===== src/rtl/costas_loop_ctrl.sv =====
// Costas loop controller: integrate-and-dump of I/Q mixer signs over INT_LEN
// samples, a dead-band phase-step decision driving a 2-bit NCO offset, and a
// good-window counter that raises carrier lock.
//
// Ports:
//   clk, rst_n      - clock, async active-low reset (deassertion synchronised)
//   enable          - runs the loop; low in INTEGRATE aborts the window
//   sample_valid    - qualifies i_bit/q_bit
//   i_bit, q_bit    - mixer signs (1 = +1, 0 = -1)
//   phase_error     - modulo-4 phase offset to the NCO
//   dump_pulse      - one-cycle strobe at the end of each window
//   err_acc_out     - error accumulator snapshot, valid with dump_pulse
//   lock            - carrier-lock indicator
module costas_loop_ctrl #(
    parameter int unsigned INT_LEN  = 16,
    parameter int unsigned ERR_TH   = 4,
    parameter int unsigned LOCK_TH  = 12,
    parameter int unsigned LOCK_CNT = 4,
    localparam int unsigned ACC_W   = $clog2(INT_LEN) + 2
) (
    input  logic                    clk,
    input  logic                    rst_n,
    input  logic                    enable,
    input  logic                    sample_valid,
    input  logic                    i_bit,
    input  logic                    q_bit,
    output logic [1:0]              phase_error,
    output logic                    dump_pulse,
    output logic signed [ACC_W-1:0] err_acc_out,
    output logic                    lock
);

    localparam int unsigned CNT_W = $clog2(INT_LEN);
    localparam int unsigned LCK_W = $clog2(LOCK_CNT + 1);
    localparam logic signed [ACC_W-1:0] ERR_TH_P = ACC_W'(ERR_TH);
    localparam logic signed [ACC_W-1:0] ERR_TH_N = -ERR_TH_P;

    typedef enum logic [1:0] {
        IDLE      = 2'b00,
        INTEGRATE = 2'b01,
        DUMP      = 2'b10
    } state_e;

    state_e                  state_q, state_d;
    logic                    run_q;
    logic signed [ACC_W-1:0] err_acc_q, err_acc_d;
    logic signed [ACC_W-1:0] i_acc_q, i_acc_d;
    logic [CNT_W-1:0]        cnt_q, cnt_d;
    logic [LCK_W-1:0]        lock_cnt_q, lock_cnt_d;
    logic [1:0]              phase_q, phase_d;
    logic                    dump_q, dump_d;
    logic signed [ACC_W-1:0] err_out_q, err_out_d;
    logic                    lock_q, lock_d;

    logic signed [ACC_W-1:0] err_step, i_step;
    logic [ACC_W-1:0]        i_abs;

    // +1 / -1 contributions of the current sample
    assign err_step = (i_bit ~^ q_bit) ? ACC_W'(1) : '1;
    assign i_step   = i_bit ? ACC_W'(1) : '1;
    assign i_abs    = i_acc_q[ACC_W-1] ? ACC_W'(-i_acc_q) : ACC_W'(i_acc_q);

    // Single-stage release flag: FSM may leave IDLE from the second edge on
    always_ff @(posedge clk or negedge rst_n) begin
        if (!rst_n) run_q <= 1'b0;
        else        run_q <= 1'b1;
    end

    // State and output registers
    always_ff @(posedge clk or negedge rst_n) begin
        if (!rst_n) begin
            state_q    <= IDLE;
            err_acc_q  <= '0;
            i_acc_q    <= '0;
            cnt_q      <= '0;
            lock_cnt_q <= '0;
            phase_q    <= 2'b00;
            dump_q     <= 1'b0;
            err_out_q  <= '0;
            lock_q     <= 1'b0;
        end else begin
            state_q    <= state_d;
            err_acc_q  <= err_acc_d;
            i_acc_q    <= i_acc_d;
            cnt_q      <= cnt_d;
            lock_cnt_q <= lock_cnt_d;
            phase_q    <= phase_d;
            dump_q     <= dump_d;
            err_out_q  <= err_out_d;
            lock_q     <= lock_d;
        end
    end

    // Next-state and datapath decisions
    always_comb begin
        state_d    = state_q;
        err_acc_d  = err_acc_q;
        i_acc_d    = i_acc_q;
        cnt_d      = cnt_q;
        lock_cnt_d = lock_cnt_q;
        phase_d    = phase_q;
        err_out_d  = err_out_q;

        case (state_q)
            IDLE: begin
                err_acc_d = '0;
                i_acc_d   = '0;
                cnt_d     = '0;
                if (run_q && enable) state_d = INTEGRATE;
            end
            INTEGRATE: begin
                if (!enable) begin
                    // Abort: window and lock history are discarded
                    state_d    = IDLE;
                    err_acc_d  = '0;
                    i_acc_d    = '0;
                    cnt_d      = '0;
                    lock_cnt_d = '0;
                end else if (sample_valid) begin
                    err_acc_d = err_acc_q + err_step;
                    i_acc_d   = i_acc_q + i_step;
                    cnt_d     = CNT_W'(cnt_q + 1'b1);
                    if (cnt_q == CNT_W'(INT_LEN - 1)) begin
                        state_d   = DUMP;
                        err_out_d = err_acc_q + err_step;
                    end
                end
            end
            DUMP: begin
                if (err_acc_q > ERR_TH_P)      phase_d = phase_q + 2'd1;
                else if (err_acc_q < ERR_TH_N) phase_d = phase_q - 2'd1;

                if (i_abs >= ACC_W'(LOCK_TH)) begin
                    if (lock_cnt_q != LCK_W'(LOCK_CNT)) lock_cnt_d = LCK_W'(lock_cnt_q + 1'b1);
                end else begin
                    lock_cnt_d = '0;
                end

                // A sample arriving during DUMP opens the next window
                if (sample_valid) begin
                    err_acc_d = err_step;
                    i_acc_d   = i_step;
                    cnt_d     = CNT_W'(1);
                end else begin
                    err_acc_d = '0;
                    i_acc_d   = '0;
                    cnt_d     = '0;
                end
                state_d = enable ? INTEGRATE : IDLE;
            end
            default: begin
                state_d   = IDLE;
                err_acc_d = '0;
                i_acc_d   = '0;
                cnt_d     = '0;
            end
        endcase

        dump_d = (state_d == DUMP);
        lock_d = (lock_cnt_d == LCK_W'(LOCK_CNT));
    end

    assign phase_error = phase_q;
    assign dump_pulse  = dump_q;
    assign err_acc_out = err_out_q;
    assign lock        = lock_q;

endmodule


===== config.mk =====
export PLATFORM = sky130hd
export DESIGN_NAME = costas_loop_ctrl
export DESIGN_NICKNAME = d
export VERILOG_FILES = /design/src/rtl/costas_loop_ctrl.sv
export SDC_FILE = /design/constraint.sdc
export NUM_CORES = 1
export LEC_CHECK = 0
export ABC_CLOCK_PERIOD_IN_PS = 2900
export BUFFER_PORTS_ARGS = -buffer_cell sky130_fd_sc_hd__buf_2
export CAP_MARGIN = 20
export CORE_ASPECT_RATIO = 1.2
export CORE_MARGIN = 2
export CORE_UTILIZATION = 45
export DETAILED_ROUTE_END_ITERATION = 12
export PLACE_DENSITY = 0.62
export SYNTH_ARGS = -nofsm -noshare
export SYNTH_HDL_FRONTEND = slang
export SYNTH_SLANG_ARGS = --single-unit
export TNS_END_PERCENT = 5

===== constraint.sdc =====
create_clock -name clk -period 2.9 [get_ports clk]
set_clock_uncertainty 0.15 [all_clocks]
set_input_delay 0.29 -clock clk [delete_from_list [all_inputs] [get_ports clk]]
set_output_delay 0.29 -clock clk [all_outputs]
set_load 0.005 [all_outputs]

==> impl_metrics.csv, run 1 <==
group,metric,value,unit
status,outcome,"complete, no violations",
placed_design,dp_slack,0.483,ns
clock_tree,cts_tree,"yes",
clock_tree,post_cts_buffers,0,
yosys,avgSynthCellArea,9.48,um^2
yosys,async_flop_share,1.00,
clock_tree,cts_resized,0,
final_layout,fin_cells,283,
clock_tree,clkLatencyLatePin,0.28,ns
routing,wl_per_cell,14.5,um
clock_tree,cts-buffers-inserted,5,
yosys,yosys_register_bits,32,
die,io_pins,16,
critical_path,max_stage_delay,0.54,ns
clock_tree,ctsLongestPathBuffers,2,
critical_path,crit_fanout,8,
pwr,finalPower,1.16,mW
final_layout,drive_above_1_share,0.154,
routing,postRouteAntennaNets,0,
sta,clock.fmax,462,MHz
die,core,0.00423,mm^2
clock_tree,cts.clk_slew.worst_paths,0.07,ns
clock_tree,root_buffer,"clkbuf_8",
sta,relSlewSlack,0.513,
placed_design,port_buffers,15,
sta,post-route-min-period,2.17,ns
routing,vias_per_cell,5.37,
routing,dr.first_iter.drc_count,49,
pwr,p_per_area,526,mW/mm^2
routing,drc_errors,0,
pwr,leakage,1.06,nW
clock_tree,htreeDepth,2,
flow_run,cap_violations,0,
critical_path,cp_slowest_cell,"or4_1",
routing,vias,1521,
final_layout,fin_nets,249,
critical_path,end_kind,"flop",
final_layout,mostFrequentLayoutCell,"dfrtp_1",
worst_hold_path,hp-class,"in2reg",
placed_design,dpl.cell_count,274,
die,fp.dieH,76.5,um
yosys,synth_cells,208,
sta,final_hold_viol_count,0,
placed_design,hpwl,2.94,mm
sta,tightest_slew,0.730,ns
yosys,synth_seq_area_share,0.406,
critical_path,reg2reg_depth,6,
die,start_util,0.466,
final_layout,final_area,0.00221,mm^2
critical_path,crit_type,"reg2reg",
die,die_x,64.4,um
final_layout,insertedDiodeCount,0,
global_routing,antenna_found_initial,0,
critical_path,crit_chain,"inv_1 -> ha_1 -> and2_0 -> nand2_1 -> or4_1 -> nand3_1",
sta,fin_tns_setup,0,ns
yosys,synth-edff-count,0,
sta,fin_ws,0.734,ns
final_layout,mostFrequentLayoutCells,"32 x dfrtp_1, 22 x o21ai_0, 20 x nand2_1",
routing,wirelength,4.10,mm
global_routing,grt_start_max_net_pins,33,
critical_path,worst_ep_required_time,2.96,ns
placed_design,place_congestion,0.852,
yosys,yosysWarnings,0,
placed_design,post_dp_cell_area,0.00211,mm^2
yosys,ys.flop_type,"dfrtp_1",
yosys,synth_cell_type_count,46,
global_routing,gr-total-overflow,0,
yosys,syn-num-nets,231,
pwr,vdd_drop_max,0.283,mV
final_layout,fillCellCount,416,
routing,firstDrtPassIters,4,
global_routing,grtUsageTotal,0.183,
critical_path,worst_ep_arrival_time,2.23,ns
sta,setup_viol,0,
sta,timing.final.crit_share,0.747,
clock_tree,cts_sinks,32,
die,rows,26,
critical_path,startpoint_type,"flop",
sta,grt_setup_unrepaired,"false",
die,die_area,0.00493,mm^2
worst_hold_path,whs_path_depth,3,
global_routing,first_global_vias,1522,
global_routing,grt_pass1_wl,7.05,mm
sta,drv_slew,0,
final_layout,area_delta_synth_final,12.1,%
yosys,synth_area,0.00197,mm^2
[sequential cells by signal, indices dropped and copies added (netlist names)]
name and cells:
err_acc_out 6, err_acc_q 6, state_q 2, i_acc_q 6, lock_cnt_q 3, dump_pulse 1
phase_error 2, cnt_q 4, run_q 1, lock 1
[layer usage]
layer / wire length [um] / GRT usage / vias to the layer above
li1: - / - / 777
met1: 2030 / 0.245 / 728
met2: 1950 / 0.296 / 14
met3: 90 / 0.0443 / 2
met4: 27 / 0.0511 / 0
met5: 0 / 0 / -
[critical path, delay by kind of cell, from the launching register on]
family	cells	cell delay (ns)
buffers and inverters	1	0.08
AND/OR/NAND/NOR	4	0.98
flip-flops	1	0.42
adder cells (fa/ha/maj)	1	0.46
[through the flow]
| stage | hold WS, ns | utilization |
|---|---|---|
| 3_5_place_dp | 0.247 | 0.498 |
| 5_1_grt | 0.204 | 0.522 |
| 4_1_cts | 0.161 | 0.522 |
| 6_report | 0.172 | 0.522 |
| 3_3_place_gp | 0.240 | 0.498 |
| 2_1_floorplan | -0.156 | - |
[cells in the mapped netlist, types with 6 or more instances]
cell type | n | area [um^2]
o21ai_0 | 22 | 110
nand2_1 | 20 | 75.1
a21oi_1 | 11 | 55.1
ha_1 | 15 | 188
dfrtp_1 | 32 | 801
nor2_1 | 10 | 37.5
inv_1 | 11 | 41.3
nand3_1 | 6 | 30.0
clkbuf_1 | 6 | 22.5
[worst paths after layout]
path	start	end	slack (ns)
setup / recovery	state_q[0]	err_acc_q[5]	0.73
hold / removal	enable	state_q[0]	0.17
setup reg to reg	state_q[0]	err_acc_q[5]	0.73
hold reg to reg	phase_error[1]	phase_error[1]	0.32
max in group asynchronous	rst_n	lock_cnt_q[2]	1.68
min in group asynchronous	rst_n	err_acc_q[3]	0.45
[power breakdown]
group / internal, mW / switching, mW
combinational: 0.120 / 0.183
clock: 0.189 / 0.169
sequential: 0.469 / 0.0316
[what timing repair did]
item	CTS	global route
hold endpoints to repair	32	0
hold buffers	1	0
endpoints found under the setup margin	0	0
[area by class of cell]
type	instances	area [um^2]	area share
Timing Repair Buffer	19	108	0.0487
Tap cell	56	70.1	0.0317
Clock buffer	6	82.6	0.0374
Multi-Input combinational cell	157	1100	0.497
Clock inverter	2	10.0	0.00453
Sequential cell	32	801	0.362
Inverter	11	41.3	0.0187
[cells by family (layout without fill, tap and decap cells)]
group / count (synthesis) / after routing / synth area share
AO/OA/AOI/OAI: 65 / 65 / 0.208
XOR/XNOR: 10 / 10 / 0.0482
adder cells (fa/ha/maj): 17 / 17 / 0.115
buffers and inverters: 19 / 38 / 0.0374
flip-flops: 32 / 32 / 0.406
multiplexers: 7 / 7 / 0.0406
other: 1 / 1 / 0.00190
AND/OR/NAND/NOR: 57 / 57 / 0.142
Note: power is estimated with default switching activity, not from simulation.
==> inputs of run 2 (changes only) <==
- ABC_CLOCK_PERIOD_IN_PS: 2900 -> 2260
- clock period: 2.9 -> 2.26 ns (I/O delays scaled with it)
==> run 2 against run 1 <==
  * Worst setup slack worse by 0.56 ns
  * Non-clock buffer count grew 6
  * Critical path type unchanged
  * Maximum frequency is 3.7% higher
  * Sequential share of layout area fell by 0.76 points
  * Sequential power rose by 26%
  * Global-route usage up 0.27 points
  * Clock power rose by 25%
==> impl_metrics.csv, run 2 (synthesis gave the netlist of run 1 again) <==
group,metric,value,unit
critical_path,startpoint_type,"flop",
die,die_x,64.4,um
clock_tree,root_buffer,"clkbuf_8",
final_layout,fin_cells,289,
critical_path,worst_ep_arrival_time,2.16,ns
routing,wl_per_cell,14.0,um
status,outcome,"complete, no violations",
final_layout,mostFrequentLayoutCells,"32 x dfrtp_1, 22 x o21ai_0, 20 x nand2_1",
critical_path,crit_fanout,4,
placed_design,dp_slack,-0.0700,ns
sta,fin_ws,0.172,ns
clock_tree,htreeDepth,2,
sta,timing.final.crit_share,0.924,
critical_path,max_stage_delay,0.46,ns
sta,grt_setup_unrepaired,"false",
critical_path,end_kind,"flop",
critical_path,worst_ep_required_time,2.33,ns
global_routing,grtUsageTotal,0.186,
sta,clock.fmax,479,MHz
sta,drv_slew,0,
die,io_pins,16,
global_routing,grt_start_max_net_pins,33,
sta,post-route-min-period,2.09,ns
final_layout,drive_above_1_share,0.172,
global_routing,antenna_found_initial,0,
sta,relSlewSlack,0.526,
die,core,0.00423,mm^2
routing,postRouteAntennaNets,0,
placed_design,hpwl,3.04,mm
die,rows,26,
critical_path,cp_slowest_cell,"or4_1",
sta,holdWs,0.143,ns
placed_design,place_congestion,0.784,
critical_path,crit_chain,"ha_1 -> a211oi_2 -> nor2_4 -> mux2i_2 -> or4_1 -> nand3_1",
die,die_area,0.00493,mm^2
global_routing,grt_pass1_wl,6.98,mm
clock_tree,cts_sinks,32,
clock_tree,ctsLongestPathBuffers,2,
clock_tree,cts.clk_slew.worst_paths,0.07,ns
final_layout,area_delta_synth_final,14.5,%
pwr,vdd_drop_max,0.338,mV
final_layout,mostFrequentLayoutCell,"dfrtp_1",
clock_tree,post_cts_buffers,0,
placed_design,port_buffers,15,
routing,vias_per_cell,5.29,
clock_tree,cts-buffers-inserted,5,
final_layout,regArea,801,um^2
routing,dr.first_iter.drc_count,43,
worst_hold_path,hp-class,"in2reg",
sta,final_hold_viol_count,0,
pwr,leakage,1.09,nW
sta,tightest_slew,0.711,ns
placed_design,dpl.cell_count,280,
routing,firstDrtPassIters,4,
routing,drc_errors,0,
routing,wirelength,4.05,mm
sta,fin_tns_setup,0,ns
sta,setup_viol,0,
clock_tree,cts_tree,"yes",
final_layout,final_area,0.00226,mm^2
final_layout,fin_nets,255,
global_routing,first_global_vias,1469,
flow_run,cap_violations,0,
die,start_util,0.466,
final_layout,insertedDiodeCount,0,
routing,vias,1528,
die,fp.dieH,76.5,um
placed_design,post_dp_cell_area,0.00215,mm^2
critical_path,crit_type,"reg2reg",
pwr,p_per_area,668,mW/mm^2
clock_tree,clkLatencyLatePin,0.28,ns
final_layout,multi_input_area,0.00110,mm^2
global_routing,gr-total-overflow,0,
final_layout,fillCellCount,406,
## run 2: changes by cell type in the layout (fill, tap and decap cells not counted), sizes merged
cell / previous run / this run
buf: 18 / 24
clkbuf: 6 / 8
clkinv: 2 / 0
## run 2: per-layer routing
metal  global-route usage  vias to the layer above  routed length [um]
li1                     -                      786                   -
met1                0.243                      712                1850
met2                0.295                       25                1970
met3               0.0443                        5                 160
met4               0.0766                        0                  69
met5                    0                        -                   0
## run 2: worst paths after layout
check,from,depth (start not counted),slack [ns],end
worst max-delay path,err_acc_q[1],6,0.17,err_acc_q[5]
worst min-delay path,enable,3,0.14,state_q[0]
worst max register to register,err_acc_q[1],6,0.17,err_acc_q[5]
worst min register to register,err_acc_out[0],2,0.33,err_acc_out[0]
max in group asynchronous,rst_n,2,1.12,err_acc_q[0]
min in group asynchronous,rst_n,2,0.38,run_q
## run 2: metrics by stage
step,util,power [mW]
4_1_cts,0.533,1.53
6_report,0.534,1.51
3_5_place_dp,0.509,1.07
2_1_floorplan,-,0.928
5_1_grt,0.534,1.62
3_3_place_gp,0.509,1.06
## run 2: area by class of cell
| type | count | share of cell area |
|---|---|---|
| Multi-Input combinational cell | 157 | 0.488 |
| Inverter | 11 | 0.0183 |
| Timing Repair Buffer | 25 | 0.0676 |
| Tap cell | 56 | 0.0310 |
| Clock buffer | 8 | 0.0399 |
| Sequential cell | 32 | 0.355 |
## run 2: timing repair
item,CTS,global route
gates resized for setup,0,1
endpoints found under the setup margin,0,1
endpoints found under the hold margin,32,0
hold buffers,1,0
## run 2: worst max-delay path: cells and delay by family (launching register included)
kind | cells | cell delay, ns
mux | 1 | 0.18
simple gates | 3 | 0.62
flops | 1 | 0.43
compound gates | 1 | 0.30
fa+ha+maj | 1 | 0.34
## run 2: report_power, final
| part | internal [mW] | leakage (nW) | switching (mW) |
|---|---|---|---|
| registers | 0.602 | 0.442 | 0.0283 |
| logic | 0.179 | 0.598 | 0.251 |
| clock network | 0.248 | 0.0455 | 0.201 |
| total | 1.03 | 1.09 | 0.480 |
